### src/rtl/div_err_monitor_if.sv
// Sample channel into the divider error monitor: one approximate and one exact
// quotient/remainder pair per transfer, with a valid/ready handshake.
interface div_err_monitor_if #(
   parameter int W = 8
);
   logic         in_valid;
   logic         in_ready;
   logic [W-1:0] q_app;
   logic [W-1:0] r_app;
   logic [W-1:0] q_ex;
   logic [W-1:0] r_ex;

   modport master (output in_valid, q_app, r_app, q_ex, r_ex, input in_ready);
   modport slave  (input in_valid, q_app, r_app, q_ex, r_ex, output in_ready);
endinterface

### src/rtl/div_err_monitor.sv
// Windowed error statistics (count, quotient/remainder mismatches, error-distance
// sum and max) comparing an approximate divider against the exact one.
module div_err_monitor #(
   parameter int W     = 8,
   parameter int CNT_W = 32
) (
   input  logic                clk,
   input  logic                rst_n,
   input  logic                start,
   input  logic                clear,
   input  logic [CNT_W-1:0]    win_len,
   div_err_monitor_if.slave    dif,
   output logic                busy,
   output logic                done,
   output logic [CNT_W-1:0]    smp_cnt,
   output logic [CNT_W-1:0]    qerr_cnt,
   output logic [CNT_W-1:0]    rerr_cnt,
   output logic [CNT_W-1:0]    ed_sum,
   output logic [W-1:0]        ed_max
);

   typedef enum logic [1:0] {IDLE = 2'd0, RUN = 2'd1, DONE = 2'd2} state_t;

   state_t           state_q, state_d;
   logic [CNT_W-1:0] win_q, win_d;
   logic [CNT_W-1:0] acc_q, acc_d;
   logic [CNT_W-1:0] smp_q, smp_d;
   logic [CNT_W-1:0] qerr_q, qerr_d;
   logic [CNT_W-1:0] rerr_q, rerr_d;
   logic [CNT_W-1:0] ed_sum_q, ed_sum_d;
   logic [W-1:0]     ed_max_q, ed_max_d;
   logic [W-1:0]     s1_ed_q, s1_ed_d;
   logic             s1_qne_q, s1_qne_d;
   logic             s1_rne_q, s1_rne_d;
   logic             s1_vld_q, s1_vld_d;
   logic             done_q, done_d;
   logic [CNT_W:0]   sum_ext;
   logic             accept;

   assign dif.in_ready = (state_q == RUN) && (acc_q < win_q);
   assign accept       = dif.in_valid & dif.in_ready;

   assign busy     = (state_q == RUN);
   assign done     = done_q;
   assign smp_cnt  = smp_q;
   assign qerr_cnt = qerr_q;
   assign rerr_cnt = rerr_q;
   assign ed_sum   = ed_sum_q;
   assign ed_max   = ed_max_q;

   always_comb begin
      state_d  = state_q;
      win_d    = win_q;
      acc_d    = acc_q;
      smp_d    = smp_q;
      qerr_d   = qerr_q;
      rerr_d   = rerr_q;
      ed_sum_d = ed_sum_q;
      ed_max_d = ed_max_q;
      s1_ed_d  = s1_ed_q;
      s1_qne_d = s1_qne_q;
      s1_rne_d = s1_rne_q;
      s1_vld_d = accept;
      done_d   = 1'b0;
      sum_ext  = {1'b0, ed_sum_q} + (CNT_W+1)'(s1_ed_q);

      // Stage 1: reduce the sample to its error terms.
      if (accept) begin
         s1_ed_d  = (dif.q_app >= dif.q_ex) ? dif.q_app - dif.q_ex : dif.q_ex - dif.q_app;
         s1_qne_d = (dif.q_app != dif.q_ex);
         s1_rne_d = (dif.r_app != dif.r_ex);
         acc_d    = acc_q + CNT_W'(1);
      end

      // Stage 2: fold into the statistics; only the ED sum can overflow.
      if (s1_vld_q) begin
         smp_d    = smp_q + CNT_W'(1);
         qerr_d   = qerr_q + CNT_W'(s1_qne_q);
         rerr_d   = rerr_q + CNT_W'(s1_rne_q);
         ed_sum_d = sum_ext[CNT_W] ? '1 : sum_ext[CNT_W-1:0];
         if (s1_ed_q > ed_max_q) ed_max_d = s1_ed_q;
      end

      case (state_q)
         IDLE: begin
            if (start) begin
               state_d  = RUN;
               win_d    = win_len;
               acc_d    = '0;
               smp_d    = '0;
               qerr_d   = '0;
               rerr_d   = '0;
               ed_sum_d = '0;
               ed_max_d = '0;
            end
         end
         RUN: begin
            // Also covers an empty window: smp_d stays 0 and equals win_q.
            if (smp_d == win_q) begin
               state_d = DONE;
               done_d  = 1'b1;
            end
         end
         default: ;
      endcase

      if (clear) begin
         state_d  = IDLE;
         win_d    = '0;
         acc_d    = '0;
         smp_d    = '0;
         qerr_d   = '0;
         rerr_d   = '0;
         ed_sum_d = '0;
         ed_max_d = '0;
         s1_ed_d  = '0;
         s1_qne_d = 1'b0;
         s1_rne_d = 1'b0;
         s1_vld_d = 1'b0;
         done_d   = 1'b0;
      end
   end

   always_ff @(posedge clk or negedge rst_n) begin
      if (!rst_n) begin
         state_q  <= IDLE;
         win_q    <= '0;
         acc_q    <= '0;
         smp_q    <= '0;
         qerr_q   <= '0;
         rerr_q   <= '0;
         ed_sum_q <= '0;
         ed_max_q <= '0;
         s1_ed_q  <= '0;
         s1_qne_q <= 1'b0;
         s1_rne_q <= 1'b0;
         s1_vld_q <= 1'b0;
         done_q   <= 1'b0;
      end else begin
         state_q  <= state_d;
         win_q    <= win_d;
         acc_q    <= acc_d;
         smp_q    <= smp_d;
         qerr_q   <= qerr_d;
         rerr_q   <= rerr_d;
         ed_sum_q <= ed_sum_d;
         ed_max_q <= ed_max_d;
         s1_ed_q  <= s1_ed_d;
         s1_qne_q <= s1_qne_d;
         s1_rne_q <= s1_rne_d;
         s1_vld_q <= s1_vld_d;
         done_q   <= done_d;
      end
   end

endmodule
### src/flat_wrapper.sv
// flat-port wrapper written by rule: the top's interface ports become plain ports
module div_err_monitor_flat 
#(
   parameter int W     = 8,
   parameter int CNT_W = 32
)
  (clk, rst_n, start, clear, win_len, busy, done, smp_cnt, qerr_cnt, rerr_cnt, ed_sum, ed_max, dif_in_valid, dif_q_app, dif_r_app, dif_q_ex, dif_r_ex, dif_in_ready);
  div_err_monitor_if #(.W(W)) dif_i ();
  input  logic clk;
  input  logic rst_n;
  input  logic start;
  input  logic clear;
  input  logic [CNT_W-1:0] win_len;
  output logic busy;
  output logic done;
  output logic [CNT_W-1:0] smp_cnt;
  output logic [CNT_W-1:0] qerr_cnt;
  output logic [CNT_W-1:0] rerr_cnt;
  output logic [CNT_W-1:0] ed_sum;
  output logic [W-1:0] ed_max;
  input wire logic [$bits(dif_i.in_valid)-1:0] dif_in_valid;
  input wire logic [$bits(dif_i.q_app)-1:0] dif_q_app;
  input wire logic [$bits(dif_i.r_app)-1:0] dif_r_app;
  input wire logic [$bits(dif_i.q_ex)-1:0] dif_q_ex;
  input wire logic [$bits(dif_i.r_ex)-1:0] dif_r_ex;
  output wire logic [$bits(dif_i.in_ready)-1:0] dif_in_ready;
  assign dif_i.in_valid = dif_in_valid;
  assign dif_i.q_app = dif_q_app;
  assign dif_i.r_app = dif_r_app;
  assign dif_i.q_ex = dif_q_ex;
  assign dif_i.r_ex = dif_r_ex;
  assign dif_in_ready = dif_i.in_ready;
  div_err_monitor #(.W(W), .CNT_W(CNT_W)) u_core (.clk(clk), .rst_n(rst_n), .start(start), .clear(clear), .win_len(win_len), .dif(dif_i), .busy(busy), .done(done), .smp_cnt(smp_cnt), .qerr_cnt(qerr_cnt), .rerr_cnt(rerr_cnt), .ed_sum(ed_sum), .ed_max(ed_max));
endmodule
### config.mk
export PLATFORM = sky130hd
export DESIGN_NAME = div_err_monitor_flat
export DESIGN_NICKNAME = d
export VERILOG_FILES = /design/src/rtl/div_err_monitor_if.sv /design/src/rtl/div_err_monitor.sv /design/src/flat_wrapper.sv
export SDC_FILE = /design/constraint.sdc
export NUM_CORES = 1
export LEC_CHECK = 0
export BUFFER_PORTS_ARGS = -buffer_cell sky130_fd_sc_hd__buf_2
export CAP_MARGIN = 20
export CORE_MARGIN = 2
export CORE_UTILIZATION = 40
export CTS_BUF_LIST = sky130_fd_sc_hd__clkbuf_2 sky130_fd_sc_hd__clkbuf_4 sky130_fd_sc_hd__clkbuf_8
export DETAILED_ROUTE_END_ITERATION = 8
export HOLD_SLACK_MARGIN = 0.03
export SLEW_MARGIN = 15
export SYNTH_ARGS = -nofsm -noshare
export SYNTH_HDL_FRONTEND = slang
export SYNTH_SLANG_ARGS = --single-unit
### constraint.sdc
create_clock -name clk -period 4.18 [get_ports clk]
set_clock_uncertainty 0.2 [all_clocks]
set_input_delay 0.627 -clock clk [delete_from_list [all_inputs] [get_ports clk]]
set_output_delay 0.627 -clock clk [all_outputs]
set_load 0.1 [all_outputs]
==> results.tsv, run 1 <==
stage	metric	value	unit
outcome	status	complete, no violations	
power_and_ir_drop	sequential power share	0.438	
sta	unrepaired setup endpoints after global routing	no	
placement	Worst Setup Slack post-DPL	0.410	ns
routing	ANT nets after route	0	
clocking	CTS H-tree lvls	2	
sta	Slew headroom	0.309	
power_and_ir_drop	Lkg Pwr	7.10	nW
synthesis	most common cell in the netlist	dfrtp_1	
critical_path	critical setup path kind	reg -> out	
sta	Final WS setup	0.173	ns
global_route	Overall Global Routing Usage	0.210	
sta	final worst-path cycle share	0.959	
die	die span in y	182	um
run	total of max-cap violations	0	
global_route	first-pass GRT wire length	56500	um
sta	Final Hold Violating Endpoints	0	
power_and_ir_drop	Int Power	3.59	mW
placement	Routability Congestion	0.929	
power_and_ir_drop	Clk pwr share	0.457	
global_route	GRT overflow	0	
clocking	CTS sink cnt	214	
die	die area	33100	um2
clocking	clk slew on worst S/H paths	0.06	ns
finish	fin nets	1761	
synthesis	synthesized area per cell	9.01	um2
global_route	initial antenna violation count	1	
power_and_ir_drop	Peak VDD IR	0.194	mV
clocking	Root Driver	clkbuf_8	
synthesis	synthesis-stage register bit count	214	
synthesis	largest area contributor in the netlist	dfrtp_1	
global_route	vias in the first global route	10600	
finish	post-route cell area	15100	um2
global_route	largest net degree at the start of global routing	112	
finish	final core occ	0.480	
die	Die Wd	182	um
critical_path	Worst Path Arrival	3.18	ns
sta	Slew @ Worst Pin	1.03	ns
synthesis	post-synth cell types	71	
synthesis	Post-synth top cells	dfrtp_1, nor2_1, nand2_1, inv_1, xnor2_1	
synthesis	Seq/Total Area, Yosys	0.423	
synthesis	area share of the largest cell type after synthesis	0.423	
synthesis	Synthesized Nets	1547	
synthesis	fraction of registers with async set/reset	1.00	
die	Initial Util	0.404	
critical_path	Max FO, Critical Path	5	
clocking	Inserted Clock Buffers	41	
finish	Layout area overhead	19.0	%
synthesis	Syn Inst Count	1407	
routing	Starting DRT DRC Count	827	
routing	# DRC	0	
critical_path	startpoint types	flip-flop	
sta	endpoints failing setup	0	
finish	Fillers	3039	
placement	I/O Buffers	207	
clocking	number of setup buffers added after CTS	0	
die	Site Rows	65	
die	I/O pin total	208	
power_and_ir_drop	Cell Pwr Density	323	nW/um2
min_path	Hold Crit Class	in -> reg	
die	core area	31400	um2
routing	Pre-antenna DRT Iters	5	
routing	vias per inst	5.28	
routing	Vias	10800	
power_and_ir_drop	Sw Ratio	0.264	
synthesis	top cells by area, synth	dfrtp_1, ha_1, xnor2_1, nor2_1, xor2_1	
power_and_ir_drop	Net Sw Power	1.29	mW
placement	HPWL Detailed	25000	um
synthesis	Post-synth EDFFs	0	
critical_path	CP Data Required Time	3.35	ns
clocking	TritonCTS clock tree	built	
power_and_ir_drop	Combinational Power Share	0.104	
sta	Max Fclk	0.250	GHz
placement	Placed Area	14200	um2
clocking	Clk Latency, worst-skew pair	0.56	ns
finish	share of layout cells above drive strength 1	0.195	
sta	Pins Over Slew Limit	0	
critical_path	crit end category	output port	
routing	Routed WL per cell	16.7	um
synthesis	Synth Flop Type	dfrtp_1	
power_and_ir_drop	final total power	4.87	mW
clocking	Clock Path Buffers	3	
sta	minimum clock period	4.01	ns
synthesis	synthesized cell area	12700	um2
synthesis	yosys warns	0	
sta	setup_tns	0	ns
routing	WL final	34300	um
[power by group through the flow]
stage,Clock [mW],Sequential (mW),Combinational [mW]
6_report,2.23,2.14,0.507
3_5_place_dp,0,2.17,0.508
2_1_floorplan,0,2.18,0.305
4_1_cts,2.29,2.14,0.512
5_1_grt,2.39,2.14,0.569
3_3_place_gp,0,2.17,0.501
[what timing repair did]
action | 4_1_cts | 5_1_grt
resized for setup | 1 | 1
hold buffers | 1 | 0
setup endpoints to repair | 1 | 1
pin swaps | 0 | 0
endpoints found under the hold margin | 97 | 0
[final timing paths]
kind,start,end,slack [ns],cells past startpoint
setup / recovery,u_core.win_q[25]$_DFFE_PN0P_,dif_in_ready,0.17,9
hold / removal,win_len[28],u_core.win_q[28]$_DFFE_PN0P_,0.07,3
setup reg to reg,u_core.s1_vld_q$_DFF_PN0_,u_core.state_q[0]$_DFFE_PN0P_,0.35,9
hold reg to reg,u_core.ed_sum[31]$_DFF_PN0_,u_core.ed_sum[31]$_DFF_PN0_,0.32,1
max in group asynchronous,rst_n,u_core.ed_max[3]$_DFF_PN0_,2.32,4
min in group asynchronous,rst_n,u_core.smp_cnt[23]$_DFF_PN0_,0.48,2
[per-layer routing]
layer	up-vias	global-route usage	wire length [um]
met3	62	0.0467	2280
met5	-	0	0
met4	0	0.0642	830
met1	5156	0.289	15700
met2	297	0.330	15500
li1	5334	-	-
[critical path, stage by stage, from the launching register on]
cell and delay, ns:
dfrtp_1 0.39, inv_1 0.17, ha_1 0.28, a21o_1 0.18, a21o_1 0.17, a211oi_1 0.22, o21bai_1 0.11, a311oi_2 0.41
and2_1 0.33, buf_4 0.35
[metrics by stage]
stage                     instances  hold WS, ns
after floorplan                1407        0.131
after global placement         1979        0.307
after detailed placement       1979        0.320
after CTS                      2052       0.0359
after global routing           2052       0.0657
final                          2053       0.0701
[sequential cells by signal, summed over array words and instances, names as in the netlist, 2 cells and up]
| signal | count |
|---|---|
| u_core.state_q | 2 |
| u_core.ed_sum | 32 |
| u_core.ed_max | 8 |
| u_core.rerr_cnt | 32 |
| u_core.acc_q | 32 |
| u_core.s1_ed_q | 8 |
| u_core.win_q | 32 |
| u_core.smp_cnt | 32 |
| u_core.qerr_cnt | 32 |
[cells in the final DEF, fill, tap and decap left out, types with 6 or more instances in the layout]
| master | n |
|---|---|
| dfrtp_1 | 214 |
| buf_2 | 205 |
| nor2_1 | 181 |
| nand2_1 | 124 |
| inv_1 | 82 |
| xnor2_1 | 80 |
| o21ai_0 | 76 |
| a21oi_1 | 74 |
| xor2_1 | 68 |
| ha_1 | 68 |
| nand3_1 | 54 |
| clkbuf_8 | 49 |
| nand4_1 | 42 |
| nor3_1 | 38 |
| or3_1 | 33 |
| mux2i_1 | 32 |
| and3_1 | 23 |
| clkbuf_4 | 20 |
| buf_4 | 16 |
| a21o_1 | 13 |
| and4_1 | 13 |
| nor4_1 | 13 |
| and2_1 | 11 |
| nor2b_1 | 8 |
| a211oi_1 | 8 |
| or2_2 | 7 |
| or4_1 | 7 |
| a31oi_1 | 6 |
[cells by family after synthesis]
| logic type | count (synthesis) | share of synthesized area |
|---|---|---|
| and+or+nand+nor | 578 | 0.227 |
| DFF | 214 | 0.423 |
| muxes | 34 | 0.0279 |
| xor gates and xnor gates | 148 | 0.102 |
| buffers and inverters | 137 | 0.0415 |
| AOI/OAI and AO/OA | 225 | 0.107 |
| adders and majority gates | 71 | 0.0719 |
[area by class of cell]
class,instances,area [um2],area share
diodes,1,2.50,0.000166
clock buffers,69,825,0.0547
clock inverters,3,53.8,0.00357
inverters,82,308,0.0204
multi-input cells,1056,6800,0.451
flip-flops and latches,214,5360,0.355
well taps,402,503,0.0334
repair buffers,226,1230,0.0816
(Power assumes the default switching activity.)
==> inputs of run 2 (changes only) <==
- PLACE_DENSITY: default -> 0.71
==> results.tsv, run 2 (synthesized netlist as in run 1, its figures left out) <==
stage	metric	value	unit	change
outcome	status	complete, no violations		unchanged
global_route	first-pass GRT wire length	54200	um	was 56500 um
critical_path	CP Data Required Time	3.35	ns	about the same
finish	share of layout cells above drive strength 1	0.192		was 0.195
die	die area	33100	um2	unchanged
routing	Routed WL per cell	16.2	um	was 16.7 um
clocking	TritonCTS clock tree	built		unchanged
finish	Fillers	3012		was 3039
routing	vias per inst	5.32		was 5.28
sta	Slew headroom	0.489		was 0.309
routing	Starting DRT DRC Count	757		was 827
sta	Final WS setup	0.263	ns	was 0.173 ns
finish	final core occ	0.479		was 0.480
min_path	Hold EP	u_core.win_q[29]$_DFFE_PN0P_		was u_core.win_q[28]$_DFFE_PN0P_
routing	# DRC	0		unchanged
power_and_ir_drop	final total power	4.79	mW	was 4.87 mW
finish	commonest non-fill, non-tap cell in the layout	dfrtp_1		unchanged
finish	fin nets	1757		was 1761
die	I/O pin total	208		unchanged
clocking	number of setup buffers added after CTS	0		unchanged
sta	Pins Over Slew Limit	0		unchanged
clocking	Inserted Clock Buffers	40		was 41
global_route	initial antenna violation count	2		was 1
die	core area	31400	um2	unchanged
critical_path	Reg-to-Reg End	u_core.state_q[0]$_DFFE_PN0P_		unchanged
critical_path	critical setup path kind	reg -> out		unchanged
die	die span in y	182	um	unchanged
routing	Pre-antenna DRT Iters	5		unchanged
sta	final worst-path cycle share	0.937		was 0.959
critical_path	R2R cell count	9		unchanged
sta	Final Hold Violating Endpoints	0		unchanged
sta	Worst Hold Margin	0.0919	ns	was 0.0701 ns
critical_path	Max FO, Critical Path	5		unchanged
die	Initial Util	0.404		unchanged
placement	I/O Buffers	207		unchanged
finish	Final Instance Count excl. Fillers	2048		was 2053
power_and_ir_drop	Sw Ratio	0.262		was 0.264
sta	endpoints failing setup	0		unchanged
placement	HPWL Detailed	24100	um	was 25000 um
power_and_ir_drop	Combinational Power Share	0.106		was 0.104
clocking	Clk Latency, worst-skew pair	0.54	ns	was 0.56 ns
power_and_ir_drop	sequential power share	0.446		was 0.438
power_and_ir_drop	Clk pwr share	0.448		was 0.457
clocking	clk slew on worst S/H paths	0.06	ns	about the same
min_path	hold wc startpoint	win_len[29]		was win_len[28]
clocking	Clock Path Buffers	3		unchanged
critical_path	startpoint types	flip-flop		unchanged
routing	WL final	33300	um	was 34300 um
critical_path	crit end category	output port		unchanged
routing	ANT nets after route	0		unchanged
critical_path	setup slack, reg-to-reg	0.28	ns	was 0.35 ns
critical_path	Worst R2R Start	u_core.smp_cnt[4]$_DFF_PN0_		was u_core.s1_vld_q$_DFF_PN0_
placement	Worst Setup Slack post-DPL	0.407	ns	was 0.410 ns
global_route	vias in the first global route	10600		about the same
finish	Layout area overhead	18.7	%	was 19.0%
placement	Placed Area	14200	um2	about the same
critical_path	Worst Path Arrival	3.09	ns	was 3.18 ns
global_route	GRT overflow	0		unchanged
finish	commonest non-fill, non-tap cells in the layout	dfrtp_1, buf_2, nor2_1, nand2_1, inv_1		unchanged
sta	Slew @ Worst Pin	0.766	ns	was 1.03 ns
global_route	largest net degree at the start of global routing	116		was 112
power_and_ir_drop	Int Power	3.53	mW	was 3.59 mW
sta	setup_tns	0	ns	unchanged
power_and_ir_drop	Cell Pwr Density	318	nW/um2	was 323 nW/um2
finish	post-route cell area	15000	um2	was 15100 um2
clocking	Root Driver	clkbuf_8		unchanged
sta	minimum clock period	3.92	ns	was 4.01 ns
routing	Vias	10900		was 10800
clocking	CTS H-tree lvls	2		unchanged
power_and_ir_drop	Net Sw Power	1.25	mW	was 1.29 mW
min_path	Hold Crit Class	in -> reg		unchanged
die	Die Wd	182	um	unchanged
power_and_ir_drop	Lkg Pwr	7.07	nW	was 7.10 nW
die	Site Rows	65		unchanged
global_route	Overall Global Routing Usage	0.198		was 0.210
sta	unrepaired setup endpoints after global routing	no		unchanged
placement	dpl cells	1976		was 1979
min_path	WHS Path Cells	3		unchanged
clocking	CTS sink cnt	214		unchanged
sta	Max Fclk	0.255	GHz	was 0.250 GHz
placement	Routability Congestion	0.967		was 0.929
run	total of max-cap violations	0		unchanged
power_and_ir_drop	Peak VDD IR	0.195	mV	was 0.194 mV
## run 2: cell types whose count changed in the layout (fill, tap and decap cells not counted), moves of 3 or more
cell / change
buf_4: -3
clkbuf_4: -13
clkbuf_8: +7
clkinv_2: +4
## run 2: worst max-delay path by stage
| stage | from | end | slack [ns] | cells past startpoint |
|---|---|---|---|---|
| final | u_core.win_q[25]$_DFFE_PN0P_ | dif_in_ready | 0.26 | 9 |
| after global routing | u_core.win_q[25]$_DFFE_PN0P_ | dif_in_ready | 0.07 | 9 |
| after CTS | u_core.win_q[25]$_DFFE_PN0P_ | dif_in_ready | 0.12 | 9 |
| after detailed placement | u_core.smp_cnt[4]$_DFF_PN0_ | u_core.state_q[0]$_DFFE_PN0P_ | 0.41 | 9 |
| after global placement | u_core.smp_cnt[4]$_DFF_PN0_ | u_core.state_q[0]$_DFFE_PN0P_ | 0.51 | 9 |
| after floorplan | u_core.smp_cnt[7]$_DFF_PN0_ | u_core.state_q[0]$_DFFE_PN0P_ | 0.12 | 10 |
## run 2: area by class of cell
type / count / area (um2) / share of cell area
tap: 402 / 503 / 0.0334
multi-input combinational: 1056 / 6800 / 0.452
clock inverter: 6 / 36.3 / 0.00241
inverter: 82 / 308 / 0.0205
clock buffer: 63 / 823 / 0.0547
sequential: 214 / 5360 / 0.356
timing repair buffer: 223 / 1210 / 0.0804
antenna: 2 / 5.00 / 0.000333
## run 2: critical path, cell delays in order, from the launching register on
cell	delay, ns
dfrtp_1	0.38
inv_1	0.16
ha_1	0.28
a21o_1	0.18
a21o_1	0.17
a211oi_1	0.23
o21bai_1	0.11
a311oi_2	0.40
and2_1	0.30
buf_4	0.34
## run 2: layer usage
metal / track usage / vias to the layer above / routed length [um]
met2: 0.320 / 279 / 15100
met1: 0.272 / 5241 / 15400
met4: 0.0545 / 0 / 788
li1: - / 5314 / -
met5: 0 / - / 0
met3: 0.0407 / 58 / 1900
## run 2: what timing repair did
item / 4_1_cts / 5_1_grt
hold buffers: 1 / 0
endpoints found under the setup margin: 1 / 1
hold endpoints to repair: 96 / 0
gates resized for setup: 1 / 1
## run 2: power groups by stage
stage / sequential, mW / combinational, mW / clock (mW)
after CTS: 2.13 / 0.510 / 2.21
after floorplan: 2.18 / 0.305 / 0
after detailed placement: 2.17 / 0.505 / 0
final: 2.13 / 0.506 / 2.15
after global routing: 2.14 / 0.566 / 2.30
after global placement: 2.17 / 0.492 / 0
